==> config.mk <==
export PLATFORM = sky130hd
export DESIGN_NAME = regfile_wb_arbiter
export DESIGN_NICKNAME = d
export VERILOG_FILES = /design/src/rtl/regfile_wb_arbiter.sv
export SDC_FILE = /design/constraint.sdc
export NUM_CORES = 1
export LEC_CHECK = 0
export ABC_AREA = 1
export CORE_MARGIN = 2
export CORE_UTILIZATION = 38
export DETAILED_ROUTE_END_ITERATION = 6
export PLACE_DENSITY = 0.81
export SYNTH_ARGS = -nofsm -noshare
export SYNTH_HDL_FRONTEND = slang
export SYNTH_SLANG_ARGS = --single-unit
==> constraint.sdc <==
create_clock -name clock -period 2.74 [get_ports clock]
set_input_delay 0.548 -clock clock [delete_from_list [all_inputs] [get_ports clock]]
set_output_delay 0.548 -clock clock [all_outputs]
set_load 0.1 [all_outputs]
==> src/rtl/regfile_wb_arbiter.sv <==
// Round-robin arbiter sharing the register file's single write port among NREQ
// write-back requesters; registers the winning destination/data toward the register file.
module regfile_wb_arbiter #(
    parameter int unsigned NREQ = 3,
    parameter int unsigned AW   = 5,
    parameter int unsigned DW   = 32
) (
    input  logic                 clock,
    input  logic                 reset,
    input  logic [NREQ-1:0]      req_valid,
    input  logic [NREQ*AW-1:0]   req_reg,
    input  logic [NREQ*DW-1:0]   req_data,
    output logic [NREQ-1:0]      req_ack,
    output logic [NREQ-1:0]      req_stall,
    output logic                 RegWrite,
    output logic [AW-1:0]        WriteReg,
    output logic [DW-1:0]        WriteData,
    output logic [15:0]          wr_count
);

    localparam int unsigned PW = (NREQ > 1) ? $clog2(NREQ) : 1;
    localparam logic [PW-1:0] LAST_IDX = PW'(NREQ - 1);

    logic [AW-1:0] reg_arr [NREQ];
    logic [DW-1:0] dat_arr [NREQ];

    for (genvar i = 0; i < NREQ; i++) begin : g_unpack
        assign reg_arr[i] = req_reg[i*AW +: AW];
        assign dat_arr[i] = req_data[i*DW +: DW];
    end

    logic [PW-1:0]   rr_ptr;
    logic [PW-1:0]   scan_idx;
    logic [PW-1:0]   gnt_idx;
    logic            gnt_any;
    logic [NREQ-1:0] gnt_vec;
    logic [PW-1:0]   next_ptr;
    logic [AW-1:0]   sel_reg;
    logic [DW-1:0]   sel_dat;

    // Scan from rr_ptr upward (wrapping); the first valid requester wins.
    always_comb begin
        gnt_any  = 1'b0;
        gnt_idx  = '0;
        gnt_vec  = '0;
        scan_idx = '0;
        for (int unsigned k = 0; k < NREQ; k++) begin
            scan_idx = PW'((32'(rr_ptr) + k) % NREQ);
            if (!gnt_any && req_valid[scan_idx]) begin
                gnt_any = 1'b1;
                gnt_idx = scan_idx;
            end
        end
        if (gnt_any) begin
            gnt_vec[gnt_idx] = 1'b1;
        end
    end

    assign req_ack   = reset ? '0 : gnt_vec;
    assign req_stall = req_valid & ~req_ack;

    assign sel_reg  = reg_arr[gnt_idx];
    assign sel_dat  = dat_arr[gnt_idx];
    assign next_ptr = (gnt_idx == LAST_IDX) ? '0 : PW'(gnt_idx + 1'b1);

    // Register the winner; writes to register 0 are acked but never enabled.
    always_ff @(posedge clock) begin
        if (reset) begin
            rr_ptr    <= '0;
            RegWrite  <= 1'b0;
            WriteReg  <= '0;
            WriteData <= '0;
            wr_count  <= '0;
        end else begin
            if (RegWrite && (wr_count != 16'hFFFF)) begin
                wr_count <= wr_count + 16'd1;
            end
            if (gnt_any) begin
                rr_ptr    <= next_ptr;
                WriteReg  <= sel_reg;
                WriteData <= sel_dat;
                RegWrite  <= (sel_reg != '0);
            end else begin
                RegWrite  <= 1'b0;
            end
        end
    end

endmodule

## Word level (Yosys, flattened, before mapping)

Index checks and enable logic that the tools add are counted.

| storage, ports and cells | value |
|---|---|
| input port bits | 116 |
| bits in latches | 0 |
| memory bits (read-only) | 0 |
| memories kept | 0 |
| bits in writable memories | 0 |
| flip-flop bits (word level) | 56 |

| cells by class | value |
|---|---|
| mux-type cells | 23 |
| reductions and logical operators | 8 |
| $add $sub $neg | 4 |
| bitwise operators | 4 |
| shift operators | 0 |
| magnitude comparators | 6 |
| equal/unequal tests | 2 |
| divide/modulo/power cells | 3 |
| $mul | 0 |

Operator list:

| kind | count |
|---|---|
| $bmux W32 S2 | 1 |
| $mod A32 B2 Y32 const B | 2 |
| $mux W32 | 2 |
| $mod A2 B2 Y32 const B | 1 |
| $add A16 B1 Y16 const B | 1 |
| $ne A16 B16 Y1 const B | 1 |
| $lt A2 B3 Y1 const B | 4 |
| $bmux W5 S2 | 1 |
| $mux W5 | 2 |
| $mux W2 | 4 |
| $mux W1 | 7 |
| $bmux W1 S2 | 3 |
| $mux W3 | 2 |
| $reduce_bool A5 Y1 | 1 |
| $logic_and A1 B1 Y1 | 4 |
| $add A2 B1 Y3 const B | 1 |
| $add A2 B2 Y3 const B | 1 |
| $and A3 B3 Y3 | 1 |
| $ge A3 B3 Y1 const B | 1 |
| $not A2 Y3 | 1 |
| $not A3 Y3 | 1 |
| $add A2 B1 Y2 const B | 1 |
| $demux W1 S2 | 1 |
| $eq A2 B2 Y1 const B | 1 |
| 4 further kinds | 5 |

## Logic depth before layout (Yosys ltp)

Gate-level depths: netlist of the first run.

| depth | value |
|---|---|
| depth after elaboration | 18 |
| gate-level depth with buffers | 17 |
| gate-level depth less buffers | 16 |

## Worst setup path after synthesis of the first run

Ideal clock, no wire load.

| timing path | value |
|---|---|
| path kind | flip-flop to output port |
| from | register rr_ptr[0] |
| to | output port req_stall[1] |
| arrival | 3.155 ns |
| stages on the path, launching flop included | 14 |
| path slack | -0.963 ns |
| path through | dfxtp_1 inv_1 ha_1 buf_2 nor2_1 nand2_1 nand2_1 nand3_1 nand2_1 nand2_4 nand2_1 inv_2 buf_2 nor2_1 |

| between the ends | value |
|---|---|
| word-level cells in the longest chain between the ends | 18 |
| elaborated cells between the ends (all ways) | 30 |

Ends and longest elaborated chain:

| what | line | source |
|---|---|---|
| start: declaration | 32 | `logic [PW-1:0] rr_ptr;` |
| start signal: assignment | 79 | `rr_ptr <= next_ptr;` |
| parallel branches: the longest is 14 deep, another holds $mod A32 B2 Y32 | - |  |
| $mux W3 * | 54 | `if (gnt_any) begin` |
| $mux W3 * | 59 | `assign req_ack = reset ? '0 : gnt_vec;` |
| net req_ack[1] | 13 | `output logic [NREQ-1:0] req_ack,` |
| $not A3 Y3 * | 60 | `assign req_stall = req_valid & ~req_ack;` |
| $and A3 B3 Y3 * | 60 |  |
| end: declaration | 14 | `output logic [NREQ-1:0] req_stall,` |

Mark *: on every way through the listed nets, which the timed path passes. The select of a mux whose other input is x is not followed.

## Worst setup path after layout of the first run

| timing path | value |
|---|---|
| from | register rr_ptr[0] |
| to | output port req_stall[0] |

| between the ends | value |
|---|---|
| word-level cells in the longest chain between the ends | 18 |
| elaborated cells between the ends (all ways) | 30 |

Ends and longest elaborated chain:

| what | line |
|---|---|
| parallel branches: the longest is 14 deep, another holds $mod A32 B2 Y32 | - |
| $mux W3 * | 54 |
| $mux W3 * | 59 |
| $not A3 Y3 * | 60 |
| $and A3 B3 Y3 * | 60 |

Mark *: on every way between the ends. The select of a mux whose other input is x is not followed.

==> metrics, run 1 <==
outcome finished clean; Max Slew Vio Count 0; CP endpoint kind primary output; Initial DRC Count 177; Yosys warnings 0; initial antenna violation count 0; reg2reg start rr_ptr[0]; diode count 0; largest net degree at the start of global routing 51; post-synthesis sequential area ratio 37.1%; FF-to-FF path depth 16; placed insts 722; clk_lat worst skew 0.31 ns; Synth Instances 451; CP Launch Type flip-flop; Worst Skew 0.0123 ns; Max VDD drop 0.664 mV; fin cells 734; Post-DRT Antenna Nets 0; Pwr Density 1240 nW/um^2; # DRC 0; first-pass GRT wire length 16000 um; Tcrit/Tclk final 97.4%; clock root cell clkbuf_8; Hold EP wr_count[9]; critical setup path kind reg -> out; max cap viols 0; wire per inst 14.0 um; Area Overhead vs Synth 67.9%; final hold viol count 0; CTS tree done; Total Wirelength 10300 um; Netlist Area Pre-Place 3020 um^2; gr usage total 22.8%; share of cells above drive strength 1 19.0%; #FFs+latches synth 56; Num CTS Buffers 5; CTS Sinks 56; worst-path fanout max 6; Vias 3676; drt pass-1 iters 5; Vias/cell 5.01; Core Area 7730 um^2; Chip Width 93.2 um; Initial Utilization 39.1%; Yosys cell types 31; Worst EP required 2.19 ns; Rel. slew slack 64.9%; post-layout net count 752; Clock Path Buffers 2; final worst slack 0.0714 ns; Slew @ Worst Pin 0.526 ns; routability cong. 0.862; Overflow after GRT 0; type of the worst min-delay path reg -> reg; syn avg cell area 6.71 um^2; Die ar. 8690 um^2; Leak 2.24 nW; Critical Path AT 2.12 ns; vias in the first global route 3494; flop2flop setup slack 0.48 ns; reg2reg end RegWrite; FP Rows 32; max frequency 375 MHz; htree depth 2; Post-Syn Nets 572; I/O Pins 176; HP Start wr_count[8]; Clk pin slew, worst setup/hold paths 0.10 ns; DP Worst Slack -0.0545 ns; die height 93.2 um; Final HPWL DP 7820 um; final setup fails 0; IO Port Bufs 175; min cycle time layout 2.67 ns; total power 6.30 mW; hold depth 2; CTS Hold Buffers Added 0
## layout by cell type (no fill, tap or decap), types with 2 or more instances in the layout
master             n
a21oi_1           38
a22oi_1            3
buf_12             7
buf_4             72
clkbuf_8           5
clkdlybuf4s50_1  112
dfxtp_1           54
dlymetal6s2s_1     2
ha_4               3
inv_1             45
inv_2              8
nand2_1          122
nand2_2            5
nand2_4            2
nand3_1           55
nand4_1           12
nor2_1            14
nor2_4             5
nor3_1             8
nor3b_1            2
o211ai_1          20
o21ai_0           14
o21ai_1            3
## where the power goes
group,switching [mW],internal [mW]
Clock,0.272,0.182
Sequential,0.151,1.07
Combinational,3.36,1.27
Total,3.78,2.52
## flip-flops by register name (all words and copies together), names as in the netlist
signal     cells
WriteReg       5
WriteData     32
RegWrite       1
wr_count      16
rr_ptr         2
## metal layers
| metal | vias up | track usage, % | part of all wire, % |
|---|---|---|---|
| met1 | 1670 | 25.7 | 40 |
| met2 | 145 | 43.0 | 50 |
| li1 | 1845 | - | - |
| met4 | 0 | 6.25 | 2.2 |
| met5 | - | 0 | 0 |
| met3 | 16 | 4.75 | 7.5 |
## layout make-up
type                    count  area [um^2]
multi-input cells         319         1690
inverters                  55          211
repair buffers            194         1840
clock buffers               5         68.8
well taps                 102          128
clock inverters             3         21.3
flip-flops and latches     56         1130
fillers                   672         2650
## worst max path at each step
stage                      start            to  slack, ns
floorplan              rr_ptr[0]  req_stall[0]      0.006
global placement    req_valid[1]  req_stall[2]     -0.002
detailed placement  req_valid[1]  req_stall[0]      -0.05
CTS                 req_valid[0]    req_ack[2]      0.002
global route           rr_ptr[0]  req_stall[0]      -0.07
finish                 rr_ptr[0]  req_stall[0]       0.07
## synthesized netlist by cell type
master | number | share of area, %
nand3_1 | 56 | 9.3
o22ai_1 | 1 | 0.21
xor2_1 | 1 | 0.29
o211ai_1 | 20 | 5.0
clkinv_1 | 1 | 0.12
clkinv_2 | 1 | 0.17
buf_4 | 1 | 0.25
inv_2 | 3 | 0.37
a22oi_1 | 3 | 0.74
nand2_1 | 125 | 16
nand4_1 | 12 | 2.5
nand2_4 | 2 | 0.74
nor2_8 | 1 | 0.66
or2_2 | 1 | 0.21
buf_2 | 9 | 1.5
nand2_2 | 2 | 0.41
nand3_2 | 1 | 0.33
buf_6 | 3 | 1.1
nor3b_1 | 2 | 0.50
ha_1 | 5 | 2.1
inv_1 | 50 | 6.2
o21ai_1 | 3 | 0.50
a31oi_1 | 2 | 0.41
o21ai_0 | 15 | 2.5
nor2_1 | 19 | 2.4
a21oi_1 | 38 | 6.3
nor3_1 | 8 | 1.3
nor4_1 | 1 | 0.21
o21bai_1 | 1 | 0.25
dfxtp_1 | 56 | 37
clkbuf_1 | 8 | 0.99
## timing repair
item                                    CTS  global route
gates cloned                              0             0
pin swaps                                 0             3
endpoints found under the setup margin    5             6
resized for setup                         5            17
setup buffers                             0             4
## worst max-delay path: stages, from the launching register on
cell	delay [ns]
dfxtp_4	0.38
inv_2	0.07
ha_4	0.32
inv_2	0.05
nand2_1	0.06
nand3_1	0.07
nand2_1	0.08
nand2_1	0.06
nand2_1	0.08
nand2_2	0.07
nand2_4	0.10
nor2_8	0.05
nand3_4	0.07
clkinv_4	0.08
nor2_4	0.10
buf_12	0.18
## kinds of logic after synthesis
group / share of synthesized area [%]
compound gates: 15.8
xor+xnor: 0.290
flops: 37.1
buf+inv: 10.7
simple gates: 34.0
fa+ha+maj: 2.07
## stage by stage
stage | setup TNS [ns] | util (%) | hold slack [ns] | cell area (um^2)
floorplan | 0 | - | 0.467 | 3100
global placement | -0.00182 | 63.3 | 0.470 | 4890
detailed placement | -0.149 | 63.3 | 0.476 | 4890
CTS | 0 | 64.6 | 0.492 | 4990
global route | -0.0829 | 65.7 | 0.528 | 5080
finish | 0 | 65.7 | 0.497 | 5080
Power figures use the tool's default switching activity.
==> run 2: changes to the inputs <==
Settings changed: CTS_CLUSTER_SIZE set to 16, GPL_TIMING_DRIVEN set to 1.
==> results of run 2 <==
The final DEF is identical to that of run 1; final timing and power are the same.
==> run 3: changes to the inputs <==
Settings changed: ABC_AREA 1 to 0, PLACE_DENSITY 0.81 to 0.82.
==> metrics, run 3 <==
first-pass GRT wire length 15900 um (-0.35%); final hold viol count 0 (unchanged); Die ar. 8380 um^2 (-3.6%); post-layout net count 632 (-16%); total power 7.30 mW (+16%); clk_lat worst skew 0.32 ns (about the same); DP Worst Slack -0.394 ns (-0.339 ns); CP Launch Type flip-flop; Pwr Density 1480 nW/um^2 (+20%); Worst Skew 0.0135 ns (+0.00116 ns); Final HPWL DP 7200 um (-7.9%); post-synthesis sequential area ratio 38.5% (+1.4 points); clock root cell clkbuf_8; CP max stage delay 0.38 ns (about the same); Chip Width 91.5 um (-1.8%); Slew @ Worst Pin 0.643 ns (+0.116 ns); worst-path fanout max 6 (unchanged); Post-Syn Nets 458 (-20%); metal3 WL 838 um (+8.4%); met2 wire len 4920 um (-4.1%); Rel. slew slack 57.1% (-7.8 points); Clk pin slew, worst setup/hold paths 0.10 ns (about the same); most frequent cells in the layout clkdlybuf4s50_1, buf_4, dfxtp_1; CP endpoint kind primary output; FF-to-FF path depth 9 (-7); largest net degree at the start of global routing 56 (+9.8%); hold depth 2 (unchanged); #FFs+latches synth 56 (unchanged); RSZ-0062 raised after global routing yes; Post-DRT Antenna Nets 0 (unchanged); failing checks setup timing; commonest non-fill, non-tap cell in the layout clkdlybuf4s50_1; Yosys warnings 0 (unchanged); Total Wirelength 10100 um (-1.9%); Core Area 7330 um^2 (-5.1%); FFs w/ async S/R, synth 0% (unchanged); EDFF count, synth 0 (unchanged); Area Overhead vs Synth 68.9%; CTS Sinks 56 (unchanged); type of the worst min-delay path reg -> reg; Critical Path AT 2.48 ns (+0.36 ns); Critical Path, Cell by Cell inv_4, ha_4, or2_1, a32o_2, or3b_4, a32oi_2, and2_4, nor2b_4, buf_12; highest routed layer met4; Largest regs WriteData: 32 flops, wr_count: 16 flops, WriteReg: 5 flops; fin util 67.1% (+1.4 points); vias in the first global route 3373 (-3.5%); Leak 1.96 nW (-12%); Max VDD drop 0.841 mV (+27%); Worst EP required 2.19 ns (about the same); wl on met1 4210 um (+1.3%); top-area cell type share of the netlist area 38.5% (+1.4 points); routability cong. 0.862 (about the same); max reg flops 32 (unchanged); I/O Pins 176 (unchanged); outcome complete, but fails checks; critical setup path kind reg -> out; Vias 3364 (-8.5%); # DRC 0 (unchanged); wire per inst 16.5 um (+18%); top area cells in the synthesized netlist dfxtp_1, a211oi_1, a221oi_1; CTS tree done; Clock Path Buffers 2 (unchanged); Top FF cell, synth dfxtp_1; Synth Instances 337 (-25%); Vias/cell 5.51 (+9.9%); Max Slew Vio Count 0 (unchanged); share of cells above drive strength 1 24.0% (+5.0 points); max frequency 331 MHz (-12%); Tcrit/Tclk final 110% (+13 points); Netlist Area Pre-Place 2910 um^2 (-3.7%); Overflow after GRT 0 (unchanged); Commonest cells post-synth dfxtp_1, nor2_1, nand2_1; Initial DRC Count 151 (-15%); final worst slack -0.285 ns (-0.356 ns); drt pass-1 iters 6 (+1); Yosys cell types 45 (+45%); largest register by flop count WriteData; Initial Utilization 39.7% (+0.58 points); fillers 604 (-10%); Worst path slowest cell dfxtp_4; most frequent cell after synthesis dfxtp_1; min cycle time layout 3.02 ns (+0.356 ns); htree depth 2 (unchanged); Num CTS Buffers 5 (unchanged); IO Port Bufs 175 (unchanged); syn avg cell area 8.64 um^2 (+29%); max cap viols 0 (unchanged); final setup fails 5 (+5); gr usage total 23.1% (+0.38 points); diode count 0 (unchanged); die height 91.5 um (-1.8%); FP Rows 31 (-3.1%); initial antenna violation count 0 (unchanged); top cell type by total area after synthesis dfxtp_1
-- run 3: path summary, 6_finish.rpt --
check / startpoint / endpoint / slack, ns
hold reg to reg: WriteData[11] / WriteData[11] / 0.50
setup / recovery: rr_ptr[0] / req_stall[0] / -0.28
setup reg to reg: rr_ptr[0] / WriteData[29] / 0.08
hold / removal: WriteData[11] / WriteData[11] / 0.50
-- run 3: routing by layer --
layer,track usage [%],vias to the layer above
met2,41.1,164
met3,4.73,11
li1,-,1611
met1,28.3,1578
met4,5.93,0
met5,0,-
-- run 3: repair_timing --
| action | CTS | global route |
|---|---|---|
| hold buffers | 0 | 0 |
| setup endpoints to repair | 8 | 38 |
| resized for setup | 14 | 3 |
| setup buffers | 2 | 6 |
| pin swaps | 5 | 2 |
-- run 3: cell type report --
class,count,area (um^2),share of cell area (%)
clock buffer,5,68.8,1.40
tap,99,124,2.52
sequential,56,1130,22.9
timing repair buffer,194,1830,37.2
clock inverter,3,22.5,0.458
multi-input combinational,247,1720,34.9
inverter,7,28.8,0.585
-- run 3: where the power goes --
part / internal (mW) / total, mW / switching [mW]
logic: 1.75 / 5.55 / 3.80
clock network: 0.184 / 0.472 / 0.288
registers: 1.11 / 1.28 / 0.175
total: 3.04 / 7.30 / 4.26
-- run 3: metrics by stage --
stage / instances / instance area (um^2) / setup TNS [ns] / hold slack [ns]
3_5_place_dp: 597 / 4730 / -13.22 / 0.494
4_1_cts: 607 / 4880 / -1.18 / 0.508
2_1_floorplan: 337 / 2980 / -0.772 / 0.464
3_3_place_gp: 597 / 4730 / -11.48 / 0.475
5_1_grt: 611 / 4920 / -1.86 / 0.531
6_report: 611 / 4920 / -1.20 / 0.505
-- run 3: critical path: cells and delay by family (launching register included) --
kind,cells,cell delay (ns)
buffers and inverters,2,0.20
AO/OA/AOI/OAI,2,0.46
adder cells (fa/ha/maj),1,0.24
flip-flops,1,0.38
AND/OR/NAND/NOR,4,0.88
-- run 3: kinds of logic after synthesis --
family,count (synthesis),synth area share (%)
xor+xnor,11,3.31
buf+inv,34,6.36
flops,56,38.5
fa+ha+maj,5,2.15
compound gates,101,28.2
simple gates,126,19.9
mux,4,1.55
